--- src/rtl/vga_vsync.sv ---
// Vertical timing generator for a VGA-style raster.
// Counts end-of-line pulses from the horizontal stage through the
// SYNC, BACK, VISIBLE and FRONT periods of each frame. All outputs are
// registered except pixel_valid, which gates the horizontal qualifier with
// the registered vertical qualifier.
//
//   state      | meaning
//   -----------+--------------------------------------------------
//   ST_SYNC    | vsync asserted (low), counting SYNC lines
//   ST_BACK    | back porch, vsync high, counting BACK lines
//   ST_VISIBLE | visible lines, vpixel_valid high, line index out
//   ST_FRONT   | front porch, frame counter bumps on exit
module vga_vsync #(
  parameter int FRONT   = 1,
  parameter int BACK    = 38,
  parameter int SYNC    = 3,
  parameter int VISIBLE = 1024
) (
  input  logic        clk,
  input  logic        reset,
  input  logic        update_vsync,
  input  logic        hpixel_valid,
  output logic        vsync,
  output logic        vpixel_valid,
  output logic [15:0] visible_line,
  output logic        frame_start,
  output logic [15:0] frame_count,
  output logic        pixel_valid
);

  // Last line index of each period; line_count is only ever compared for
  // equality against these, so no magnitude compare is needed.
  localparam logic [15:0] L_SYNC_LAST    = 16'(SYNC - 1);
  localparam logic [15:0] L_BACK_LAST    = 16'(BACK - 1);
  localparam logic [15:0] L_VISIBLE_LAST = 16'(VISIBLE - 1);
  localparam logic [15:0] L_FRONT_LAST   = 16'(FRONT - 1);

  typedef enum logic [1:0] {
    ST_SYNC    = 2'd0,
    ST_BACK    = 2'd1,
    ST_VISIBLE = 2'd2,
    ST_FRONT   = 2'd3
  } state_t;

  state_t      r_state;
  logic [15:0] r_line_count;
  logic        r_vsync;
  logic        r_vpixel_valid;
  logic [15:0] r_visible_line;
  logic        r_frame_start;
  logic [15:0] r_frame_count;

  state_t      w_state_nxt;
  logic [15:0] w_line_count_nxt;
  logic [15:0] w_line_count_inc;
  logic        w_vsync_nxt;
  logic        w_vpixel_valid_nxt;
  logic [15:0] w_visible_line_nxt;
  logic        w_frame_start_nxt;
  logic [15:0] w_frame_count_nxt;

  assign w_line_count_inc = r_line_count + 16'd1;

  // Single register block for state, line counter and registered outputs.
  always_ff @(posedge clk) begin
    if (reset) begin
      r_state        <= ST_SYNC;
      r_line_count   <= 16'd0;
      r_vsync        <= 1'b0;
      r_vpixel_valid <= 1'b0;
      r_visible_line <= 16'd0;
      r_frame_start  <= 1'b0;
      r_frame_count  <= 16'd0;
    end else begin
      r_state        <= w_state_nxt;
      r_line_count   <= w_line_count_nxt;
      r_vsync        <= w_vsync_nxt;
      r_vpixel_valid <= w_vpixel_valid_nxt;
      r_visible_line <= w_visible_line_nxt;
      r_frame_start  <= w_frame_start_nxt;
      r_frame_count  <= w_frame_count_nxt;
    end
  end

  // Next-state and next-output logic; everything holds unless a line ends.
  always_comb begin
    w_state_nxt        = r_state;
    w_line_count_nxt   = r_line_count;
    w_vsync_nxt        = r_vsync;
    w_vpixel_valid_nxt = r_vpixel_valid;
    w_visible_line_nxt = r_visible_line;
    w_frame_start_nxt  = 1'b0;
    w_frame_count_nxt  = r_frame_count;

    case (r_state)
      ST_SYNC: begin
        if (update_vsync) begin
          if (r_line_count == L_SYNC_LAST) begin
            w_state_nxt      = ST_BACK;
            w_line_count_nxt = 16'd0;
            w_vsync_nxt      = 1'b1;
          end else begin
            w_line_count_nxt = w_line_count_inc;
          end
        end
      end

      ST_BACK: begin
        if (update_vsync) begin
          if (r_line_count == L_BACK_LAST) begin
            w_state_nxt        = ST_VISIBLE;
            w_line_count_nxt   = 16'd0;
            w_vpixel_valid_nxt = 1'b1;
            w_frame_start_nxt  = 1'b1;
            w_visible_line_nxt = 16'd0;
          end else begin
            w_line_count_nxt = w_line_count_inc;
          end
        end
      end

      ST_VISIBLE: begin
        if (update_vsync) begin
          if (r_line_count == L_VISIBLE_LAST) begin
            w_state_nxt        = ST_FRONT;
            w_line_count_nxt   = 16'd0;
            w_vpixel_valid_nxt = 1'b0;
            w_visible_line_nxt = 16'd0;
          end else begin
            // visible_line tracks line_count on the same edge
            w_line_count_nxt   = w_line_count_inc;
            w_visible_line_nxt = w_line_count_inc;
          end
        end
      end

      ST_FRONT: begin
        if (update_vsync) begin
          if (r_line_count == L_FRONT_LAST) begin
            w_state_nxt       = ST_SYNC;
            w_line_count_nxt  = 16'd0;
            w_vsync_nxt       = 1'b0;
            w_frame_count_nxt = r_frame_count + 16'd1;
          end else begin
            w_line_count_nxt = w_line_count_inc;
          end
        end
      end

      default: begin
        // Corrupted state register: recover to the start of a frame
        // immediately, without waiting for a line pulse.
        w_state_nxt        = ST_SYNC;
        w_line_count_nxt   = 16'd0;
        w_vsync_nxt        = 1'b0;
        w_vpixel_valid_nxt = 1'b0;
        w_visible_line_nxt = 16'd0;
      end
    endcase
  end

  assign vsync        = r_vsync;
  assign vpixel_valid = r_vpixel_valid;
  assign visible_line = r_visible_line;
  assign frame_start  = r_frame_start;
  assign frame_count  = r_frame_count;
  assign pixel_valid  = hpixel_valid & r_vpixel_valid;

endmodule
--- config.mk ---
export PLATFORM = sky130hd
export DESIGN_NAME = vga_vsync
export DESIGN_NICKNAME = d
export VERILOG_FILES = /design/src/rtl/vga_vsync.sv
export SDC_FILE = /design/constraint.sdc
export NUM_CORES = 1
export LEC_CHECK = 0
export BUFFER_PORTS_ARGS = -buffer_cell sky130_fd_sc_hd__buf_2
export CORE_MARGIN = 3
export CORE_UTILIZATION = 30
export CTS_BUF_LIST = sky130_fd_sc_hd__clkbuf_8
export DETAILED_ROUTE_END_ITERATION = 10
export GPL_ROUTABILITY_DRIVEN = 0
export PLACE_DENSITY = 0.56
export SYNTH_ARGS = -nofsm -noshare
export SYNTH_HDL_FRONTEND = slang
export SYNTH_SLANG_ARGS = --single-unit
export TNS_END_PERCENT = 10
--- constraint.sdc ---
create_clock -name clk -period 5.59 [get_ports clk]
set_clock_uncertainty 0.05 [all_clocks]
set_input_delay 1.118 -clock clk [delete_from_list [all_inputs] [get_ports clk]]
set_output_delay 1.118 -clock clk [all_outputs]
set_load 0.05 [all_outputs]
# --- Word-level counts from Yosys, hierarchy flattened ---
# Cells that the tools add are included.
classes:
  add_sub_neg: 2
  eq_ne: 14
  n_bitwise: 3
  n_reduce_logical: 11
  mux: 32
ops:
  columns: ["operator", "n"]
  rows:
  - ["2-to-1 mux 16 bit", 10]
  - ["case mux 16 bit (4 select lines)", 1]
  - ["adder 16 x 1 -> 16 bit (second input constant)", 2]
  - ["case mux 16 bit (2 select lines)", 1]
  - ["== test 16 x 10 -> 1 bit (second input constant)", 1]
  - ["== test 16 x 2 -> 1 bit (second input constant)", 1]
  - ["== test 16 x 6 -> 1 bit (second input constant)", 1]
  - ["zero test 16 bit", 1]
  - ["2-to-1 mux 2 bit", 8]
  - ["inequality test 2 bit (second input constant)", 8]
  - ["AND reduction 5 bit", 2]
  - ["2-to-1 mux 1 bit", 9]
  - ["case mux 2 bit (4 select lines)", 1]
  - ["AND reduction 4 bit", 2]
  - ["AND reduction 8 bit", 1]
  - ["== test 2 bit (second input constant)", 2]
  - ["case mux 1 bit (2 select lines)", 2]
  - ["nonzero test 2 bit", 2]
  - ["AND reduction 3 bit", 1]
  - ["OR reduction 3 bit", 1]
  - ["== test 2 x 1 -> 1 bit (second input constant)", 1]
  - ["zero test 2 bit", 1]
  - ["inverter 1 bit", 2]
  - ["AND 1 bit", 1]
word_totals:
  ff_bits: 53
  inputBits: 4
  elab_cells: 69
  out_inout_bits: 36

# --- Longest topological paths before layout ---
depth:
  word_depth: 4
  mapped_depth: 10
  depth_no_buf: 8

# --- Worst setup path after synthesis ---
# Ideal clock, no wire load.
synth_timing:
  kind: "input to output"
  startpoint: "input port hpixel_valid"
  endpoint: "output port pixel_valid"
  setup_slack_ns: 2.892
  path_buffers: 0
  arrival_ns: 1.530
  stages: 1
  t_required_ns: 4.422
  cell_sequence: "and2_1"
synth_via:
  elab_chain_cells: 1
synth_lines:
  columns: ["item", "line", "source"]
  rows:
  - ["start: declaration", "22", "input logic hpixel_valid,"]
  - ["AND 1 bit", "167", "assign pixel_valid = hpixel_valid & r_vpixel_valid;"]
  - ["end: declaration", "28", "output logic pixel_valid"]
# No other way between the ends.

# --- Worst setup path after layout ---
layout_timing:
  startpoint: "register r_line_count[1]"
  endpoint: "register r_line_count[10]"
layout_via:
  elab_chain_cells: 4
  elab_cells_between_ends: 14
  classes_between: "1 x add/sub; 3 x eq/ne; 9 x mux; 1 x reduce/logical"
layout_lines:
  columns: ["item", "line", "source"]
  rows:
  - ["start: declaration", "46", "logic [15:0] r_line_count;"]
  - ["start signal: assignment", "76", "r_line_count <= w_line_count_nxt;"]
  - ["adder 16 x 1 -> 16 bit, or another cell as far along", "62", "assign w_line_count_inc = r_line_count + 16'd1;"]
  - ["2-to-1 mux 16 bit, on equally long branches (2 in series)", null, null]
  - ["case mux 16 bit (4 select lines) *", "95", "case (r_state)"]
# Every way passes the cells marked *; elsewhere a longest branch is shown, timed or not. The select of a mux whose other input is x is not followed.
# A chain may end at the register's enable or synchronous reset.

==> flow_summary.json <==
{
  "wl_per_cell_um": 14.4,
  "status": "completed",
  "fin_ws_ps": 2770,
  "ant_nets": 0,
  "drtIter0Drc": 98,
  "yosysWarnings": 0,
  "root_buffer": "clkbuf_8",
  "fin_crit_ps": 2820,
  "clkSinkCount": 53,
  "grt.met2_usage": 0.187,
  "synth_area_leaders": "dfxtp_1 39%, nor2_1 5.2%, ha_1 4.6%",
  "async_flop_share": 0,
  "grt_pass1_wl_um": 10800,
  "synth_edf_count": 0,
  "syn_to_final_growth_pct": 10.5,
  "clk_latency_ps": 310,
  "critical_path_class": "register to register",
  "yosys-top-cells-count": "53 x dfxtp_1, 38 x nor2_1, 26 x nand2_1, 16 x a22oi_1",
  "syn_area_um2": 2740,
  "placed_area_um2": 2940,
  "fin_util": 0.343,
  "fin_cells": 447,
  "antenna_cells": 0,
  "via_per_inst": 5.25,
  "preCtsSetupSlack_ps": 2480,
  "critPathRequiredTime_ps": 5800,
  "synth_top_area_frac": 0.388,
  "clkTransAtPathRegs_ps": 100,
  "die_h_um": 102,
  "nets": 352,
  "timing.fmax_mhz": 355,
  "synthFlopType": "dfxtp_1",
  "vias": 2345,
  "cts-resized-gates": 0,
  "drive_gt1_frac": 0.168,
  "coreArea_um2": 8810,
  "drt-total-wl_um": 6430,
  "min_path_cells": 2,
  "post-dp-hpwl_um": 4610,
  "grtUsageTotal": 0.129,
  "synth_seq_area_share": 0.388,
  "top_usage_layer": "met1",
  "fin_crit_sh": 0.504,
  "rsz0062_at_grt": "false",
  "post_cts_buffers": 0,
  "reg2reg_depth": 8,
  "dieWidth_um": 102,
  "io_buffers": 39,
  "worstHoldEndpoint": "visible_line[2]",
  "cts_hold_buf": 0,
  "r2r-end": "r_line_count[10]",
  "met3_usage": 0.0213,
  "ys_ff_latch": 53,
  "final.setup.tns_ps": 0,
  "cp_data_arrival_time_ps": 3020,
  "fp.dieArea_um2": 10300,
  "synth_cell_types": 44,
  "p_leak_nw": 1.20,
  "synth.most_common_cell": "dfxtp_1",
  "initial_core_util": 0.311,
  "drv_slew": 0,
  "drtPass1Iterations": 4,
  "max-slew-margin-rel": 0.266,
  "start_kind": "register",
  "post-route-drc-count": 0,
  "ir_worst_vdd_uv": 124,
  "placed_cells": 439,
  "io_pins": 40,
  "h-tree-depth": 2,
  "critical_path.endpoint_type": "register",
  "cts_tree": "yes",
  "synth_top_area_cell": "dfxtp_1",
  "cts_buffers": 5,
  "antenna_found_initial": 0,
  "hold_viol": 0,
  "grt_overflow_total": 0,
  "cap_violations": 0,
  "gr-usage-met1": 0.193,
  "rrSetupSlack_ps": 2770,
  "worstMarginPinSlew_ps": 1090,
  "cts_buffer_depth": 2,
  "hold_class": "register to register",
  "r2r_start": "r_line_count[1]",
  "synth.avg_cell_area_um2": 8.80,
  "holdCritStartpoint": "visible_line[2]",
  "grt_pass1_vias": 2133,
  "crit_fanout": 13,
  "rows": 34,
  "grt_start_max_net_pins": 43,
  "syn_nets": 325,
  "power.density_nw_per_um2": 248,
  "setup_violations": 0,
  "final_cell_area_um2": 3020,
  "syn_inst": 311
}
-- worst max-delay path, stage by stage, from the launching register on --
cell	delay, ps
dfxtp_1	420
inv_1	80
ha_1	220
and3_1	180
nand4_1	100
nand2_1	170
a311o_1	510
nor2_1	730
a22o_2	280
-- layout by cell type (no fill, tap or decap), types with 2 or more instances in the layout --
cell / netlist / layout
dfxtp_1: 53 / 53
buf_2: 4 / 39
nor2_1: 38 / 38
nand2_1: 26 / 26
a22oi_1: 16 / 16
o21ai_0: 15 / 15
a21oi_1: 15 / 15
nand3_1: 13 / 13
inv_1: 11 / 11
a22o_1: 11 / 11
nand4_1: 10 / 10
xnor2_1: 10 / 10
ha_1: 10 / 10
xor2_1: 9 / 9
or3_1: 8 / 8
nor4_1: 5 / 5
nor3_1: 5 / 5
clkbuf_8: 0 / 5
nor4_4: 4 / 4
and3_1: 3 / 3
and2_1: 2 / 2
nor2b_1: 2 / 2
nand4b_1: 2 / 2
nor3b_1: 2 / 2
nand4_4: 2 / 2
a211oi_1: 2 / 2
or4_1: 2 / 2
mux2i_1: 2 / 2
or2_2: 2 / 2
o221ai_1: 2 / 2
clkinv_2: 0 / 2
-- sequential cells by signal, indices dropped and copies added (netlist names) --
register,count
r_line_count,16
vpixel_valid,1
visible_line,16
vsync,1
frame_count,16
frame_start,1
r_state,2
-- where the power goes --
part | leakage, nW | internal [mW] | switching, mW
registers | 0.427 | 0.387 | 0.0108
clock network | 0.0439 | 0.0868 | 0.129
logic | 0.727 | 0.0435 | 0.0922
-- how the worst max path moves through the flow --
stage	startpoint	endpoint	slack [ps]	depth (start not counted)
6_report	r_line_count[1]	r_line_count[10]	2770	8
4_1_cts	r_line_count[0]	r_line_count[10]	2800	8
3_5_place_dp	reset	r_line_count[10]	2480	4
5_1_grt	r_line_count[0]	visible_line[1]	2570	7
3_3_place_gp	reset	r_line_count[10]	2560	4
2_1_floorplan	hpixel_valid	pixel_valid	2890	1
-- area by class of cell --
cell class	instances	area, µm²
clock inverters	3	17.5
clock buffers	5	68.8
inverters	11	41.3
multi-input cells	228	1510
fillers	908	5780
flip-flops and latches	53	1060
repair buffers	39	195
well taps	108	135
-- metrics by stage --
step / total power, mW / hold slack, ps
global route: 0.782 / 455
global placement: 0.539 / 396
finish: 0.749 / 411
detailed placement: 0.541 / 394
CTS: 0.756 / 417
floorplan: 0.511 / 442
-- kinds of logic (layout without fill, tap and decap cells) --
logic type / Yosys count / count (layout) / share of synthesized area
AO/OA/AOI/OAI: 67 / 67 / 0.165
XOR/XNOR: 19 / 19 / 0.0608
adder cells (fa/ha/maj): 10 / 10 / 0.0457
buffers and inverters: 30 / 58 / 0.0626
flip-flops: 53 / 53 / 0.388
multiplexers: 2 / 2 / 0.00731
AND/OR/NAND/NOR: 130 / 130 / 0.271
-- routing by layer --
layer	vias to the layer above	share of wire	routed length, µm
met5	-	0	0
met4	0	0.013	85
met3	8	0.031	202
met2	41	0.43	2750
met1	1122	0.53	3390
li1	1174	-	-
Note: power is estimated with default switching activity, not from simulation.
